**src/rtl/inst_fetch_queue_pkg.sv**
```systemverilog
// Shared front-end defines: instruction bundle layout, boolean constants and
// the default fetch-queue depth.
package inst_fetch_queue_pkg;

  localparam logic TRUE  = 1'b1;
  localparam logic FALSE = 1'b0;

  localparam int IFQ_DEFAULT_DEPTH = 16;

  typedef struct packed {
    logic [31:0] pc;
    logic [31:0] inst;
    logic        valid;
    logic        isJ;
    logic        isBr;
    logic        jBadAddr;
    logic        predTaken;
    logic [31:0] predAddr;
    logic [7:0]  nlpInfo;
    logic [15:0] bpdInfo;
  } InstBundle;

  function automatic logic is_ctrl(input InstBundle b);
    return b.isJ | b.isBr;
  endfunction

endpackage

```
**src/rtl/inst_fetch_queue_issue_select.sv**
```systemverilog
// ifq_issue_select: picks 0-2 head entries to issue so that a branch/jump is
// never split from its delay slot across issue groups.
module ifq_issue_select
  import inst_fetch_queue_pkg::*;
#(
  parameter  int DEPTH = IFQ_DEFAULT_DEPTH,
  localparam int PTR_W = $clog2(DEPTH)
) (
  input  InstBundle        head0_i,
  input  InstBundle        head1_i,
  input  logic [PTR_W:0]   count_i,
  output logic [1:0]       issue_o
);

  localparam logic [PTR_W:0] CNT_ZERO = '0;
  localparam logic [PTR_W:0] CNT_ONE  = (PTR_W+1)'(1);

  // Only the control flags matter here; the remaining fields pass through the top.
  logic unused_fields;
  assign unused_fields = ^{head0_i, head1_i};

  always_comb begin
    // NOTE: default first so every path assigns issue_o and no latch is inferred.
    issue_o = 2'b00;
    if (count_i != CNT_ZERO) begin
      if (is_ctrl(head0_i)) begin
        if (count_i != CNT_ONE) issue_o = 2'b11;
      end else if (count_i == CNT_ONE || is_ctrl(head1_i)) begin
        issue_o = 2'b01;
      end else begin
        issue_o = 2'b11;
      end
    end
  end

endmodule

```
**src/rtl/inst_fetch_queue.sv**
```systemverilog
// Decoupling FIFO between IF_3 and decode: compacting 2-wide enqueue, 2-wide
// in-order issue. Optional statistics counters with `define IFQ_STAT_EN.
module inst_fetch_queue
  import inst_fetch_queue_pkg::*;
#(
  parameter  int DEPTH = IFQ_DEFAULT_DEPTH,
  localparam int PTR_W = $clog2(DEPTH)
) (
  input  logic           clk,
  input  logic           rst,
  input  logic           flush,
  input  InstBundle      in_inst0,
  input  InstBundle      in_inst1,
  output logic           in_ready,
  output logic           pause_req,
  input  logic           out_ready,
  output InstBundle      out_inst0,
  output InstBundle      out_inst1,
  output logic [PTR_W:0] count
`ifdef IFQ_STAT_EN
  ,
  output logic [31:0]    stall_cycles,
  output logic [31:0]    ds_hold_cycles
`endif
);

  localparam logic [PTR_W:0] FILL_LIM = (PTR_W+1)'(DEPTH - 2);

  InstBundle        mem_q [DEPTH];
  logic [PTR_W-1:0] head_q, head_d, tail_q, tail_d;
  logic [PTR_W-1:0] head1_ptr, tail1_ptr, wr1_ptr;
  logic [PTR_W:0]   count_q, count_d, enq_amt, deq_amt;
  logic [1:0]       issue, n_enq, n_deq;
  logic             enq_en, deq_en;

  assign head1_ptr = head_q + 1'b1;
  assign tail1_ptr = tail_q + 1'b1;
  assign wr1_ptr   = in_inst0.valid ? tail1_ptr : tail_q;

  assign in_ready  = (count_q <= FILL_LIM);
  assign pause_req = ~in_ready;
  assign count     = count_q;

  ifq_issue_select #(.DEPTH(DEPTH)) u_issue_select (
    .head0_i (mem_q[head_q]),
    .head1_i (mem_q[head1_ptr]),
    .count_i (count_q),
    .issue_o (issue)
  );

  assign out_inst0 = issue[0] ? mem_q[head_q]    : '0;
  assign out_inst1 = issue[1] ? mem_q[head1_ptr] : '0;

  always_comb begin
    enq_en  = in_ready && !flush;
    deq_en  = out_ready && !flush;
    n_enq   = {1'b0, in_inst0.valid} + {1'b0, in_inst1.valid};
    n_deq   = {1'b0, issue[0]} + {1'b0, issue[1]};
    enq_amt = enq_en ? {{(PTR_W-1){1'b0}}, n_enq} : '0;
    deq_amt = deq_en ? {{(PTR_W-1){1'b0}}, n_deq} : '0;
    head_d  = head_q + deq_amt[PTR_W-1:0];
    tail_d  = tail_q + enq_amt[PTR_W-1:0];
    count_d = count_q + enq_amt - deq_amt;
    if (flush) begin
      head_d  = '0;
      tail_d  = '0;
      count_d = '0;
    end
  end

  always_ff @(posedge clk) begin
    if (rst) begin
      // NOTE: non-blocking assignments for all sequential state.
      head_q  <= '0;
      tail_q  <= '0;
      count_q <= '0;
    end else begin
      head_q  <= head_d;
      tail_q  <= tail_d;
      count_q <= count_d;
    end
  end

  // NOTE: storage is deliberately not reset; occupancy is tracked by count_q alone.
  always_ff @(posedge clk) begin
    if (enq_en) begin
      if (in_inst0.valid) mem_q[tail_q]  <= in_inst0;
      if (in_inst1.valid) mem_q[wr1_ptr] <= in_inst1;
    end
  end

`ifdef IFQ_STAT_EN
  logic [31:0] stall_q, ds_hold_q;
  logic        ds_hold;

  // Delay-slot hold: entries present but the selector refuses to issue any.
  assign ds_hold = (count_q != '0) && (issue == 2'b00);

  always_ff @(posedge clk) begin
    if (rst) begin
      stall_q   <= '0;
      ds_hold_q <= '0;
    end else begin
      if (!in_ready && stall_q != '1)  stall_q   <= stall_q + 32'd1;
      if (ds_hold && ds_hold_q != '1)  ds_hold_q <= ds_hold_q + 32'd1;
    end
  end

  assign stall_cycles   = stall_q;
  assign ds_hold_cycles = ds_hold_q;
`endif

endmodule

```
**config.mk**
```make
export PLATFORM = sky130hd
export DESIGN_NAME = inst_fetch_queue
export DESIGN_NICKNAME = d
export VERILOG_FILES = /design/src/rtl/inst_fetch_queue_pkg.sv /design/src/rtl/inst_fetch_queue_issue_select.sv /design/src/rtl/inst_fetch_queue.sv
export SDC_FILE = /design/constraint.sdc
export NUM_CORES = 2
export LEC_CHECK = 0
export CORE_MARGIN = 2
export CORE_UTILIZATION = 45
export CTS_CLUSTER_SIZE = 20
export DETAILED_ROUTE_END_ITERATION = 7
export GPL_ROUTABILITY_DRIVEN = 0
export REMOVE_ABC_BUFFERS = 1
export SYNTH_ARGS = -nofsm -noshare
export SYNTH_HDL_FRONTEND = slang
export SYNTH_HIERARCHICAL = 1
export SYNTH_SLANG_ARGS = --single-unit
export TNS_END_PERCENT = 5
```
**constraint.sdc**
```tcl
create_clock -name clk -period 11.7 [get_ports clk]
set_input_delay 2.34 -clock clk [delete_from_list [all_inputs] [get_ports clk]]
set_output_delay 2.34 -clock clk [all_outputs]
set_load 0.01 [all_outputs]
```
==> tab_implementation.tex <==
\begin{tabular}{lr}
\hline
Metric & Value \\
\hline
\multicolumn{2}{l}{\textbf{Die}} \\
\quad Die Y-Extent & approximately 520 µm \\
\quad Full die area & $\sim$270000 µm² \\
\quad Number of cell rows & $\sim$190 \\
\quad Number of top-level design ports & just over 500 \\
\quad Core Area & approximately 260000 µm² \\
\quad Starting density of the core & 0.453 \\
\quad Die X-Extent & between 500 and 600 µm \\
\multicolumn{2}{l}{\textbf{Outcome}} \\
\quad Outcome & completed \\
\multicolumn{2}{l}{\textbf{Timing}} \\
\quad Final period util & 0.781 \\
\quad Unrepaired setup endpoints after global routing & false \\
\quad Max Fclk & 109 MHz \\
\quad Period minus WS final & approximately 9 ns \\
\quad Least-Margin Pin Slew & 1.23 ns \\
\quad Relative slew slack & 0.179 \\
\quad Number of pins with negative max-slew slack in the final report & 0 \\
\quad TNS Setup & 0 ns \\
\quad Number of setup violations in the final report & 0 \\
\quad Setup skew after layout & about 0.06 ns \\
\quad Hold violation count in the final report & 0 \\
\multicolumn{2}{l}{\textbf{Pwr}} \\
\quad Combinational power share & 0.251 \\
\quad Sequential Power Share & 0.405 \\
\quad Switching power total & $\sim$5.8 mW \\
\quad Max VDD drop & approximately 0.16 mV \\
\quad Static leakage & a little over 40 nW \\
\quad Total internal power & 14.3 mW \\
\quad Fraction of power consumed by the clock network & 0.344 \\
\quad Fraction of power spent switching nets & 0.287 \\
\quad Power density of the placed cells & $\sim$150 nW/µm² \\
\multicolumn{2}{l}{\textbf{Clock tree}} \\
\quad Clk sink count & $\sim$2000 \\
\quad Post-CTS setup buffer count & 0 \\
\quad Level count of the clock H-tree & 4 \\
\quad Root buffer selected by CTS & sky130\_fd\_sc\_hd\_\_clkbuf\_16 \\
\quad Quantity of gates resized following cts & 0 \\
\quad Post-cts hold buffer count & 0 \\
\quad Clock Pin Slew Worst Setup and Hold Paths & about 0.06 ns \\
\quad Clock tree from TritonCTS & built \\
\quad Number of clock buffers inserted by TritonCTS & $\sim$230 \\
\quad Clock buffer depth & 3 \\
\quad Clock insertion delay at the later pin of the skew report & approximately 0.92 ns \\
\multicolumn{2}{l}{\textbf{Global route}} \\
\quad Vias in the first global route & 73900 \\
\quad Global-route wire length before repair & between 500 and 600 mm \\
\quad Aggregate global routing overflow & 0 \\
\quad Total routing resource utilization after global routing & 0.293 \\
\quad Number of antenna violations at the first check in global routing & 86 \\
\quad Maximum number of pins on one net before global-route repair & approximately 130 \\
\multicolumn{2}{l}{\textbf{Routing}} \\
\quad Final wirelength & approximately 400 mm \\
\quad Residual antenna-violating net count after detailed routing & 0 \\
\quad Overall via count from detail\_route & roughly 73000 \\
\quad Routed length per placed instance & between 30 and 40 µm \\
\quad Number of violations reported at the end of detailed-routing iteration 0 & 8199 \\
\quad Drt first pass iters & 5 \\
\quad Routed length on met2 & 189 mm \\
\quad M1 wire length & $\sim$160 mm \\
\quad Highest routed metal layer & met5 \\
\quad Total met3 wirelength after detailed routing & roughly 34 mm \\
\quad Per-cell via count in the routed design & around 6.7 \\
\quad DRC violations left & 0 \\
\multicolumn{2}{l}{\textbf{Synth}} \\
\quad Compound-cell area share of the yosys netlist & 0.0201 \\
\quad Synth area leaders & sky130\_fd\_sc\_hd\_\_edfxtp\_1 (51\%), sky130\_fd\_sc\_hd\_\_mux4\_2 (18\%), sky130\_fd\_sc\_hd\_\_mux2\_2 (14\%) \\
\quad Unique cell type count in the Yosys netlist & 53 \\
\quad Library cell with the largest summed area after synthesis & sky130\_fd\_sc\_hd\_\_edfxtp\_1 \\
\quad Synth top area share & 0.505 \\
\quad Number of flops mapped to enable cells by yosys & 2000 \\
\quad Post-synthesis cell count & between 7000 and 8000 \\
\quad Syn Area/Cell & roughly 17 µm² \\
\quad Post-synthesis sequential area ratio & 0.508 \\
\quad Multiplexer share of the synthesized area & 0.412 \\
\quad Basic-gate share of the synthesized area counting and, or, nand and nor cells & 0.0208 \\
\quad Fraction of the mapped netlist area in adder cells & 0.00257 \\
\quad Post-synthesis cell area & about 120000 µm² \\
\quad Combinational family with the most area after synthesis & multiplexers \\
\quad Flip-flop and latch count after synthesis & 2013 \\
\quad Async set-reset flop share out of synthesis & 0 \\
\quad Count of synthesis-stage warnings from yosys & 6 \\
\quad Synth Flop Type & sky130\_fd\_sc\_hd\_\_edfxtp\_1 \\
\quad Xor and xnor area share after synthesis & 0.000674 \\
\multicolumn{2}{l}{\textbf{Critical path}} \\
\quad Sequence of cells on the critical path & ha\_4 > buf\_4 > buf\_4 > buf\_4 > mux4\_2 > mux2i\_1 > mux2i\_1 > and2\_1 > clkdlybuf4s50\_1 \\
\quad Setup slack on the worst flop-to-flop path & between 5 and 6 ns \\
\quad Critical-path cell with the highest stage delay & sky130\_fd\_sc\_hd\_\_buf\_4 \\
\quad Arrival time reported for the critical path endpoint & 6.80 ns \\
\quad CP bufs+invs & 4 \\
\quad Worst setup path category & flip-flop to primary output \\
\quad Launching instance or port of the critical path & head\_q[0] \\
\quad Critical Path RT & roughly 9.4 ns \\
\quad Endpoint of the worst setup timing path & out\_inst1[34] \\
\quad Critical register-to-register path startpoint & head\_q[1] \\
\quad Capturing element type of the critical path & primary output \\
\quad Slowest Stage Delay on Critical Path & between 0.9 and 1 ns \\
\quad Peak fanout along the critical path & 64 \\
\quad RR Endpoint & count[4] \\
\quad Total stage count of the critical path & 9 \\
\quad Type of origin of the critical path & flip-flop \\
\quad Cell seen most often among critical-path stages & sky130\_fd\_sc\_hd\_\_buf\_4 \\
\quad Worst reg2reg path depth & 16 \\
\quad Cell family with most CP delay & buffers and inverters \\
\multicolumn{2}{l}{\textbf{Placed design}} \\
\quad Post-detailed-placement half-perimeter wirelength & about 220 mm \\
\quad Total placed instance area & about 130000 µm² \\
\quad Count of buffers inserted at the top-level ports & 510 \\
\multicolumn{2}{l}{\textbf{Final layout}} \\
\quad Most common cell after layout, fill and taps aside & sky130\_fd\_sc\_hd\_\_edfxtp\_1 \\
\quad Area growth from synthesis to layout & 11.9\% \\
\quad Final std cell area, no fill & 133000 µm² \\
\quad Area used by multi-input combinational logic & between 50000 and 60000 µm² \\
\quad Net count, final & 7397 \\
\quad Number of filler cells placed in the layout & 21700 \\
\quad Fraction of final layout cells sized beyond drive strength 1 & 0.404 \\
\quad Top library cells by usage in the layout, fill and taps aside & sky130\_fd\_sc\_hd\_\_edfxtp\_1 (2000), sky130\_fd\_sc\_hd\_\_mux2\_2 (1454), sky130\_fd\_sc\_hd\_\_mux4\_2 (970) \\
\quad Area used by sequential logic in the layout & 60300 µm² \\
\multicolumn{2}{l}{\textbf{Run}} \\
\quad Max Cap Viol & 0 \\
\multicolumn{2}{l}{\textbf{Min path}} \\
\quad Worst hold path cell count & 2 \\
\quad Type of the most critical hold path & flip-flop to flip-flop \\
\hline
\end{tabular}
[power groups by stage]
stage,sequential [mW],clock (mW),combinational [mW]
5_1_grt,8.16,7.28,5.34
2_1_floorplan,8.48,0,5.11
3_5_place_dp,8.30,0,5.05
6_report,8.15,6.91,5.05
4_1_cts,8.15,7.02,5.08
3_3_place_gp,8.30,0,5.00
[synth_stat cells, types with 10 or more instances]
cell	number
sky130_fd_sc_hd__inv_1	19
sky130_fd_sc_hd__mux2i_1	465
sky130_fd_sc_hd__nand2_1	136
sky130_fd_sc_hd__buf_2	267
sky130_fd_sc_hd__edfxtp_1	2000
sky130_fd_sc_hd__mux2_1	502
sky130_fd_sc_hd__clkbuf_1	388
sky130_fd_sc_hd__and2_1	258
sky130_fd_sc_hd__buf_6	55
sky130_fd_sc_hd__mux2_2	1454
sky130_fd_sc_hd__buf_4	61
sky130_fd_sc_hd__mux2_4	28
sky130_fd_sc_hd__ha_1	18
sky130_fd_sc_hd__nor2_1	13
sky130_fd_sc_hd__mux4_2	970
sky130_fd_sc_hd__dfxtp_1	13
sky130_fd_sc_hd__buf_1	38
sky130_fd_sc_hd__a22oi_1	250
sky130_fd_sc_hd__or2_2	10
[stage by stage]
step | utilization | setup WS (ns) | power [mW] | hold WS [ns] | std cells
floorplan | - | -37.86 | 13.6 | 0.561 | 6234
global placement | 0.479 | 3.61 | 13.3 | 0.618 | 10400
detailed placement | 0.479 | 3.49 | 13.3 | 0.641 | 10400
CTS | 0.506 | 2.47 | 20.2 | 0.655 | 10800
global route | 0.506 | 2.36 | 20.8 | 0.705 | 10900
finish | 0.507 | 2.56 | 20.1 | 0.666 | 10900
[tightest hold or removal path: stages, from the launching register on]
cell and delay (ns):
sky130_fd_sc_hd__dfxtp_1 0.40, sky130_fd_sc_hd__xnor2_1 0.19, sky130_fd_sc_hd__nor2_1 0.04
[layer usage]
layer,track usage,up-vias
met5,0,-
met4,0.0989,48
met3,0.0522,743
met2,0.464,3707
met1,0.409,39000
li1,-,29000
[logic make-up (layout without fill, tap and decap cells)]
kind of cell / count (synthesis) / in the layout
flip-flops: 2013 / 2013
buffers and inverters: 841 / 1101
other: 0 / 32
XOR/XNOR: 7 / 7
adder cells (fa/ha/maj): 22 / 22
AO/OA/AOI/OAI: 301 / 301
multiplexers: 3419 / 3419
AND/OR/NAND/NOR: 453 / 453
[area by class of cell]
type | count | share of cell area
clock inverters | 137 | 0.00784
diodes | 32 | 0.000602
inverters | 19 | 0.000536
clock buffers | 288 | 0.0451
repair buffers | 657 | 0.0493
flip-flops and latches | 2013 | 0.454
well taps | 3515 | 0.0331
multi-input cells | 4202 | 0.410
[flip-flops by register name (all words and copies together) (netlist names)]
name    count
mem_q    2000
count       5
head_q      4
tail_q      4
[worst min-delay path by stage]
| stage | from | end | slack [ns] |
|---|---|---|---|
| 2_1_floorplan | head_q[3] | head_q[3] | 0.56 |
| 3_3_place_gp | tail_q[3] | tail_q[3] | 0.62 |
| 3_5_place_dp | tail_q[2] | tail_q[2] | 0.64 |
| 4_1_cts | tail_q[3] | tail_q[3] | 0.66 |
| 5_1_grt | tail_q[3] | tail_q[3] | 0.70 |
| 6_report | tail_q[3] | tail_q[3] | 0.67 |
(Power assumes the default switching activity.)
